[src/rtl/pipe_ctrl_if.sv]
// Request/response bundle between pipeline stages and the stall/flush scheduler.
// Stages drive requests (master); pipe_ctrl drives stall/flush controls (slave).
interface pipe_ctrl_if #(
  parameter int CNT_W = 32
);
  logic             id_stall_req;
  logic             ex_busy_req;
  logic             ex_done;
  logic             mem_stall_req;
  logic             flush_req;
  logic [31:0]      flush_pc;
  logic [5:0]       stall;
  logic             flush;
  logic [31:0]      new_pc;
  logic             ex_abort;
  logic             timeout_err;
  logic [CNT_W-1:0] stall_cnt;

  modport master (
    output id_stall_req, ex_busy_req, ex_done, mem_stall_req, flush_req, flush_pc,
    input  stall, flush, new_pc, ex_abort, timeout_err, stall_cnt
  );

  modport slave (
    input  id_stall_req, ex_busy_req, ex_done, mem_stall_req, flush_req, flush_pc,
    output stall, flush, new_pc, ex_abort, timeout_err, stall_cnt
  );
endinterface

[src/rtl/pipe_ctrl.sv]
// Pipeline stall/flush scheduler: stall is combinational (same cycle), flush/new_pc/ex_abort registered (1 cycle).
// Waits on EX/MEM are bounded by TIMEOUT_CYCLES, after which a flush is forced and timeout_err sticks.
module pipe_ctrl #(
  parameter int TIMEOUT_CYCLES = 64,
  parameter int CNT_W          = 32
) (
  input  logic       clk,
  input  logic       rst,
  pipe_ctrl_if.slave bus
);

  localparam int WCW = $clog2(TIMEOUT_CYCLES + 1);
  localparam logic [5:0] ST_MEM  = 6'b011111;
  localparam logic [5:0] ST_EX   = 6'b001111;
  localparam logic [5:0] ST_ID   = 6'b000111;
  localparam logic [5:0] ST_NONE = 6'b000000;

  typedef enum logic [1:0] {RUN, EX_WAIT, MEM_WAIT, FLUSH} state_t;

  state_t           r_state, w_nxt;
  logic [WCW-1:0]   r_wcnt, w_wcnt_nxt;
  logic [31:0]      r_pc;
  logic             r_flush, r_abort, r_tmo;
  logic [CNT_W-1:0] r_cnt;
  logic [5:0]       w_stall, w_stall_out;
  logic             w_latch, w_abort, w_tmo, w_tmo_hit;

  assign w_tmo_hit = (r_wcnt == WCW'(TIMEOUT_CYCLES));

  always_comb begin
    w_nxt      = r_state;
    w_wcnt_nxt = r_wcnt;
    w_stall    = ST_NONE;
    w_latch    = 1'b0;
    w_abort    = 1'b0;
    w_tmo      = 1'b0;
    unique case (r_state)
      RUN: begin
        if (bus.flush_req) begin
          w_nxt   = FLUSH;
          w_latch = 1'b1;
        end else if (bus.mem_stall_req) begin
          w_stall    = ST_MEM;
          w_nxt      = MEM_WAIT;
          w_wcnt_nxt = WCW'(1);
        end else if (bus.ex_busy_req) begin
          w_stall = ST_EX;
          if (!bus.ex_done) begin
            w_nxt      = EX_WAIT;
            w_wcnt_nxt = WCW'(1);
          end
        end else if (bus.id_stall_req) begin
          w_stall = ST_ID;
        end
      end
      EX_WAIT: begin
        w_wcnt_nxt = r_wcnt + WCW'(1);
        if (bus.flush_req) begin
          w_nxt   = FLUSH;
          w_latch = 1'b1;
          w_abort = 1'b1;
        end else if (bus.ex_done) begin
          // A MEM stall arriving with ex_done still has to be honoured.
          if (bus.mem_stall_req) begin
            w_stall    = ST_MEM;
            w_nxt      = MEM_WAIT;
            w_wcnt_nxt = WCW'(1);
          end else begin
            w_nxt = RUN;
          end
        end else if (w_tmo_hit) begin
          w_nxt   = FLUSH;
          w_abort = 1'b1;
          w_tmo   = 1'b1;
        end else begin
          w_stall = bus.mem_stall_req ? ST_MEM : ST_EX;
        end
      end
      MEM_WAIT: begin
        w_wcnt_nxt = r_wcnt + WCW'(1);
        if (!bus.mem_stall_req) begin
          w_nxt = RUN;
        end else if (w_tmo_hit) begin
          w_nxt = FLUSH;
          w_tmo = 1'b1;
        end else begin
          w_stall = ST_MEM;
        end
      end
      FLUSH: begin
        w_nxt = RUN;
      end
      default: begin
        w_nxt = RUN;
      end
    endcase
  end

  // Reset gates stall directly so it drops without waiting for a clock.
  assign w_stall_out = rst ? w_stall : ST_NONE;

  always_ff @(posedge clk or negedge rst) begin
    if (!rst) begin
      r_state <= RUN;
      r_wcnt  <= '0;
      r_pc    <= '0;
      r_flush <= 1'b0;
      r_abort <= 1'b0;
      r_tmo   <= 1'b0;
      r_cnt   <= '0;
    end else begin
      r_state <= w_nxt;
      r_wcnt  <= w_wcnt_nxt;
      r_flush <= (w_nxt == FLUSH);
      r_abort <= w_abort;
      r_tmo   <= r_tmo | w_tmo;
      if (w_latch) r_pc <= bus.flush_pc;
      if (w_stall_out[0] && (r_cnt != '1)) r_cnt <= r_cnt + CNT_W'(1);
    end
  end

  assign bus.stall       = w_stall_out;
  assign bus.flush       = r_flush;
  assign bus.new_pc      = r_pc;
  assign bus.ex_abort    = r_abort;
  assign bus.timeout_err = r_tmo;
  assign bus.stall_cnt   = r_cnt;

endmodule

[src/flat_wrapper.sv]
// flat-port wrapper written by rule: the top's interface ports become plain ports
module pipe_ctrl_flat 
#(
  parameter int TIMEOUT_CYCLES = 64,
  parameter int CNT_W          = 32
)
  (clk, rst, bus_id_stall_req, bus_ex_busy_req, bus_ex_done, bus_mem_stall_req, bus_flush_req, bus_flush_pc, bus_stall, bus_flush, bus_new_pc, bus_ex_abort, bus_timeout_err, bus_stall_cnt);
  pipe_ctrl_if #(.CNT_W(CNT_W)) bus_i ();
  input  logic clk;
  input  logic rst;
  input wire logic [$bits(bus_i.id_stall_req)-1:0] bus_id_stall_req;
  input wire logic [$bits(bus_i.ex_busy_req)-1:0] bus_ex_busy_req;
  input wire logic [$bits(bus_i.ex_done)-1:0] bus_ex_done;
  input wire logic [$bits(bus_i.mem_stall_req)-1:0] bus_mem_stall_req;
  input wire logic [$bits(bus_i.flush_req)-1:0] bus_flush_req;
  input wire logic [$bits(bus_i.flush_pc)-1:0] bus_flush_pc;
  output wire logic [$bits(bus_i.stall)-1:0] bus_stall;
  output wire logic [$bits(bus_i.flush)-1:0] bus_flush;
  output wire logic [$bits(bus_i.new_pc)-1:0] bus_new_pc;
  output wire logic [$bits(bus_i.ex_abort)-1:0] bus_ex_abort;
  output wire logic [$bits(bus_i.timeout_err)-1:0] bus_timeout_err;
  output wire logic [$bits(bus_i.stall_cnt)-1:0] bus_stall_cnt;
  assign bus_i.id_stall_req = bus_id_stall_req;
  assign bus_i.ex_busy_req = bus_ex_busy_req;
  assign bus_i.ex_done = bus_ex_done;
  assign bus_i.mem_stall_req = bus_mem_stall_req;
  assign bus_i.flush_req = bus_flush_req;
  assign bus_i.flush_pc = bus_flush_pc;
  assign bus_stall = bus_i.stall;
  assign bus_flush = bus_i.flush;
  assign bus_new_pc = bus_i.new_pc;
  assign bus_ex_abort = bus_i.ex_abort;
  assign bus_timeout_err = bus_i.timeout_err;
  assign bus_stall_cnt = bus_i.stall_cnt;
  pipe_ctrl #(.TIMEOUT_CYCLES(TIMEOUT_CYCLES), .CNT_W(CNT_W)) u_core (.clk(clk), .rst(rst), .bus(bus_i));
endmodule
[config.mk]
export PLATFORM = sky130hd
export DESIGN_NAME = pipe_ctrl_flat
export DESIGN_NICKNAME = d
export VERILOG_FILES = /design/src/rtl/pipe_ctrl_if.sv /design/src/rtl/pipe_ctrl.sv /design/src/flat_wrapper.sv
export SDC_FILE = /design/constraint.sdc
export NUM_CORES = 1
export LEC_CHECK = 0
export ABC_AREA = 1
export BUFFER_PORTS_ARGS = -buffer_cell sky130_fd_sc_hd__buf_2
export CORE_ASPECT_RATIO = 1.75
export CORE_UTILIZATION = 58
export DETAILED_ROUTE_END_ITERATION = 10
export MAX_ROUTING_LAYER = met4
export PLACE_DENSITY = 0.86
export SLEW_MARGIN = 20
export SYNTH_ARGS = -nofsm -noshare
export SYNTH_HDL_FRONTEND = slang
export SYNTH_SLANG_ARGS = --single-unit
[constraint.sdc]
create_clock -name clk -period 3.2 [get_ports clk]
set_clock_uncertainty 0.15 [all_clocks]
set_input_delay 0.16 -clock clk [delete_from_list [all_inputs] [get_ports clk]]
set_output_delay 0.16 -clock clk [all_outputs]
set_load 0.02 [all_outputs]
==> flow_summary.ini, run 1 <==
[final_layout]
utilization = 0.769
fill_cells = 516
final_cells = 775
design_area_um2 = 5600
syn2layout_area_growth_pct = 27.8
antenna_cells = 0
nNetsFinal = 732
final_layout_size_suffix_gt1_frac = 0.267

[synthesis]
synth_seq_cells = 76
yosysSeqAreaShare = 0.434
synthDistinctLibCells = 33
yosysTopAreaCell = dfrtp_1
async_reset_ff_frac = 1.00
ys_warn_count = 0
synth.most_common_cell = nand2_1
synth_commonest_cells = nand2_1, dfrtp_1, nor2_1
netlist_area_um2 = 4380
synth_edf_count = 0
ys.flop_type = dfrtp_1
synthCells = 543
yosys-top-cells-area = dfrtp_1, nand2_1, mux2_2, nor2_1, nand3_1
syn_area_per_cell_um2 = 8.07
synth.top_cell.area_share = 0.434
synth_nets = 590

[power]
power_report.internal_total_mw = 2.53
clkPwrFrac = 0.260
p_sw_frac = 0.397
vdd_drop_max_mv = 0.744
p_leak_nw = 2.91
power_mw = 4.20
seqPwrFrac = 0.341
power.density_nw_per_um2 = 749
power_switching_mw = 1.67
combPwrFrac = 0.398

[timing]
period_share = 0.863
hold_viol = 0
relSlewSlack = 0.366
setup_viol = 0
setup-tns-final_ns = 0
final_max_slew_viol_count = 0
finalCriticalPeriod_ns = 2.76
setup_ws_ns = 0.439
worstMarginPinSlew_ns = 0.952
hold-worst-slack_ns = 0.102
max_freq_ghz = 0.362
rsz0062_at_grt = false

[clock_network]
cts_setup_buffers = 0
cts_sinks = 76
cts_tree = done
clkTransAtPathRegs_ns = 0.06
cts_buffers = 9
clk_latency_ns = 0.34
clockBufferDepth = 2
htree_num_levels = 3
cts-root-buf = clkbuf_16

[place]
dpl_worst_slack_ns = 0.690
dp.cells = 727
place_area_um2 = 4960
port_buffers = 110
gp_congestion = 0.998
hpwl_um = 8040

[global_route]
grt_pass1_vias = 4359
grt_overflow_total = 0
grt_max_degree = 77
grt_pass1_wl_um = 20000
antenna_found_initial = 0
grt_usage = 0.357

[routing]
via_count = 4284
wl_um = 12800
drtIter0Drc = 360
drc = 0
dr.pass1.iters = 5
drt-wirelength-per-cell_um = 16.5
ant_nets = 0
viasPerCell = 5.53

[setup_path]
critPathMaxFanout = 35
crit_type = reg -> out
ff2ff_setup_slack_ns = 0.64
r2r_cells = 11
end_kind = output port
reg2reg_from = u_core.r_state[1]
critPathLaunchType = flop
crit_start = u_core.r_state[1]
worstPathArrival_ns = 2.45
crit_required_ns = 2.89
cp-endpoint = bus_stall[0]
reg2reg_to = u_core.bus.stall_cnt[27]

[die]
io_pins = 112
die-area_um2 = 7920
start_util = 0.602
core.rowCount = 41
chipWidth_um = 67.7
core_um2 = 7280
fp.dieH_um = 117

[job]
drv_cap = 0

[min_path]
worstHoldStart = bus_flush_req
min_path_type = in -> reg

[status]
status = finished, final reports clean
registers in the layout, indices dropped and copies added (netlist names):
| name | cells |
|---|---|
| u_core.bus.stall_cnt | 32 |
| u_core.r_wcnt | 7 |
| u_core.bus.ex_abort | 1 |
| u_core.bus.timeout_err | 1 |
| u_core.bus.new_pc | 32 |
| u_core.bus.flush | 1 |
| u_core.r_state | 2 |
repair_timing:
action                    in CTS  in global routing
gates resized for setup        0                  0
hold endpoints to repair     108                  0
hold buffers                  33                  0
worst min-delay path by stage:
| stage | slack [ns] | cells past startpoint | end |
|---|---|---|---|
| 6_report | 0.10 | 4 | u_core.r_state[1] |
| 2_1_floorplan | -0.29 | 0 | u_core.bus.ex_abort |
| 4_1_cts | 0.08 | 3 | u_core.bus.ex_abort |
| 5_1_grt | 0.11 | 3 | u_core.bus.ex_abort |
| 3_5_place_dp | 0.25 | 2 | u_core.bus.new_pc[30] |
| 3_3_place_gp | 0.24 | 2 | u_core.bus.new_pc[24] |
placed cells by master (no fill, tap or decap), types with 3 or more instances in the layout:
cell	instances
dfrtp_1	76
xnor2_1	5
o21ai_0	5
nor2_2	3
nor2_1	59
inv_1	34
ha_1	8
mux2_2	32
buf_4	4
nor3_1	3
a21oi_1	13
clkbuf_16	9
nand3_2	12
buf_2	109
nand3b_1	15
nand3_1	30
xor2_1	10
dlygate4sd3_1	33
nand2_1	205
critical path: stages, from the launching register on:
cell and delay (ns):
dfrtp_1 0.41, inv_1 0.15, ha_1 0.26, inv_1 0.12
a21oi_1 0.20, nand2_1 0.07, nand2_1 0.06, nand2_1 0.08
a21oi_2 0.12, buf_4 0.38, buf_2 0.25
metal layers:
metal | wire length (µm) | vias to the layer above | global-route usage
li1 | - | 2016 | -
met1 | 4500 | 2024 | 0.344
met2 | 7030 | 195 | 0.639
met3 | 659 | 49 | 0.0698
met4 | 610 | 0 | 0.201
met5 | 0 | - | -
cell families (layout without fill, tap and decap cells):
logic type / count (synthesis) / count (layout) / synth area share
compound gates: 24 / 24 / 0.0311
xor+xnor: 15 / 15 / 0.0300
fa+ha+maj: 8 / 8 / 0.0228
buf+inv: 51 / 197 / 0.0559
flops: 76 / 76 / 0.434
mux: 32 / 32 / 0.0822
other cells: 1 / 1 / 0.000855
simple gates: 336 / 336 / 0.343
power by group through the flow:
stage               clock [mW]  sequential, mW  combinational, mW
floorplan                    0            1.69              0.834
finish                    1.09            1.43               1.67
global route              1.13            1.46               1.79
detailed placement           0            1.42               1.57
CTS                       1.10            1.41               1.63
global placement             0            1.40               1.51
cell type report:
type / instances / area (µm²) / area share
clock buffer: 9 / 225 / 0.0402
clock inverter: 6 / 90.1 / 0.0161
inverter: 36 / 135 / 0.0241
multi-input combinational: 416 / 2240 / 0.399
sequential: 76 / 1900 / 0.339
tap: 86 / 108 / 0.0192
timing repair buffer: 146 / 906 / 0.162
No activity file was read; power rests on OpenSTA's default activity.
==> inputs of run 2 (changes only) <==
CORE_UTILIZATION = 48   (was 58)
PLACE_DENSITY = 0.76   (was 0.86)
clock period = 2.3 ns   (was 3.2 ns; I/O delays follow)
==> flow_summary.ini, run 2 (same netlist as run 1, synthesis figures left out) <==
[place]
dpl_worst_slack_ns = 0.150
hpwl_um = 8340
gp_congestion = 0.923
place_area_um2 = 5070
port_buffers = 110
dp.cells = 764

[setup_path]
reg2reg_from = u_core.bus.stall_cnt[1]
worstPathArrival_ns = 1.95
cp_slowest_stage_delay_ns = 0.40
crit_type = reg -> out
cp-endpoint = bus_stall[1]
path_depth = 11
end_kind = output port
ff2ff_setup_slack_ns = 0.15
r2r_cells = 8
path_buf_inv = 4
cp_slowest_cell = dfrtp_1
critPathMaxFanout = 5
crit_family = simple AND/OR/NAND/NOR gates
cp_cell_sequence = inv_2, ha_1, nand2_1, inv_1, nand3_2, nand2_1, nand2_1, nand2_1, a21oi_2, buf_12, buf_4
crit_start = u_core.r_wcnt[0]
reg2reg_to = u_core.bus.stall_cnt[13]
crit_required_ns = 2.04
critical_path.most_common_cell = nand2_1
critPathLaunchType = flop

[routing]
ant_nets = 0
wl_um = 12500
dr.pass1.iters = 5
viasPerCell = 5.15
drt-wirelength-per-cell_um = 15.2
drc = 0
via_count = 4245
drtIter0Drc = 286

[final_layout]
nNetsFinal = 749
final_cell_mix = nand2_1, buf_2, dfrtp_1, nor2_1, dlygate4sd3_1
mostFrequentLayoutCell = nand2_1
final_layout_size_suffix_gt1_frac = 0.298
syn2layout_area_growth_pct = 33.4
design_area_um2 = 5850
final_cells = 824
antenna_cells = 0

[power]
p_leak_nw = 3.00
p_sw_frac = 0.397
seqPwrFrac = 0.332
power_mw = 5.91
clkPwrFrac = 0.231
vdd_drop_max_mv = 0.924
power.density_nw_per_um2 = 1010
power_switching_mw = 2.35
combPwrFrac = 0.437
power_report.internal_total_mw = 3.56

[job]
drv_cap = 0

[global_route]
met1_usage = 0.289
grt_pass1_wl_um = 20400
grt_overflow_total = 0
antenna_found_initial = 0
grt_usage = 0.291
grt_util_met3 = 0.0407
grt-busiest-layer = met2
grt_use_met2 = 0.529
grt_pass1_vias = 4344
grt_max_degree = 77

[timing]
final_max_slew_viol_count = 0
setup_ws_ns = 0.0881
relSlewSlack = 0.350
worstMarginPinSlew_ns = 0.975
setup_viol = 0
max_freq_ghz = 0.452
hold_viol = 0
period_share = 0.962
finalCriticalPeriod_ns = 2.21

[clock_network]
cts-root-buf = clkbuf_16
htree_num_levels = 3
cts_tree = done
clockBufferDepth = 2
cts_buffers = 9
clk_latency_ns = 0.34
clkTransAtPathRegs_ns = 0.06
cts_sinks = 76

[die]
core_um2 = 8780
die-area_um2 = 9530
chipWidth_um = 74.2
fp.dieH_um = 128
core.rowCount = 45
io_pins = 112
start_util = 0.499

[status]
status = finished, final reports clean

[min_path]
min_path_type = in -> reg
-- run 2: changes by cell type in the layout (fill, tap and decap cells not counted), sizes merged --
cell / before / now
buf: 113 / 129
inv: 36 / 41
bufinv: 2 / 0
clkinv: 3 / 1
bufbuf: 0 / 1
-- run 2: area by class of cell --
class | instances | area, µm²
fillers | 739 | 2940
multi-input cells | 416 | 2270
flip-flops and latches | 76 | 1900
repair buffers | 163 | 1100
clock buffers | 9 | 225
well taps | 117 | 146
inverters | 36 | 135
clock inverters | 7 | 62.6
-- run 2: timing repair --
item,CTS,global route
hold endpoints to repair,108,0
buffers inserted,2,8
resized for setup,5,9
hold buffers,33,0
setup endpoints to repair,3,36
cloned,1,0
pin swaps,1,1
-- run 2: worst min-delay path by stage --
| stage | startpoint | cells past startpoint | to | slack, ns |
|---|---|---|---|---|
| global route | bus_flush_req | 4 | u_core.r_state[1] | 0.10 |
| floorplan | rst | 0 | u_core.bus.ex_abort | -0.33 |
| CTS | bus_flush_req | 4 | u_core.r_state[1] | 0.05 |
| global placement | bus_flush_pc[1] | 2 | u_core.bus.new_pc[1] | 0.20 |
| detailed placement | bus_flush_pc[8] | 2 | u_core.bus.new_pc[8] | 0.20 |
| finish | bus_flush_req | 4 | u_core.r_state[1] | 0.05 |
-- run 2: metrics by stage --
stage	util	hold slack (ns)	setup TNS, ns
6_report	0.666	0.0533	0
5_1_grt	0.666	0.105	-0.0194
4_1_cts	0.654	0.0462	0
3_5_place_dp	0.577	0.200	0
3_3_place_gp	0.577	0.195	0
2_1_floorplan	-	-0.331	0
-- run 2: tightest hold or removal path: stages --
cell and delay [ns]:
buf_2 0.13, nor4_1 0.06, nand2b_1 0.15, inv_1 0.05
-- run 2: power by group through the flow --
stage / registers [mW] / clock network, mW / logic, mW
3_3_place_gp: 1.93 / 0 / 2.22
4_1_cts: 1.94 / 1.39 / 2.40
3_5_place_dp: 1.95 / 0 / 2.27
6_report: 1.96 / 1.36 / 2.58
2_1_floorplan: 2.36 / 0 / 1.16
5_1_grt: 2.01 / 1.44 / 2.78
-- run 2: layer usage --
layer | wire length, µm | up-vias
met2 | 7030 | 161
met5 | 0 | -
li1 | - | 2054
met3 | 551 | 37
met1 | 4420 | 1993
met4 | 529 | 0
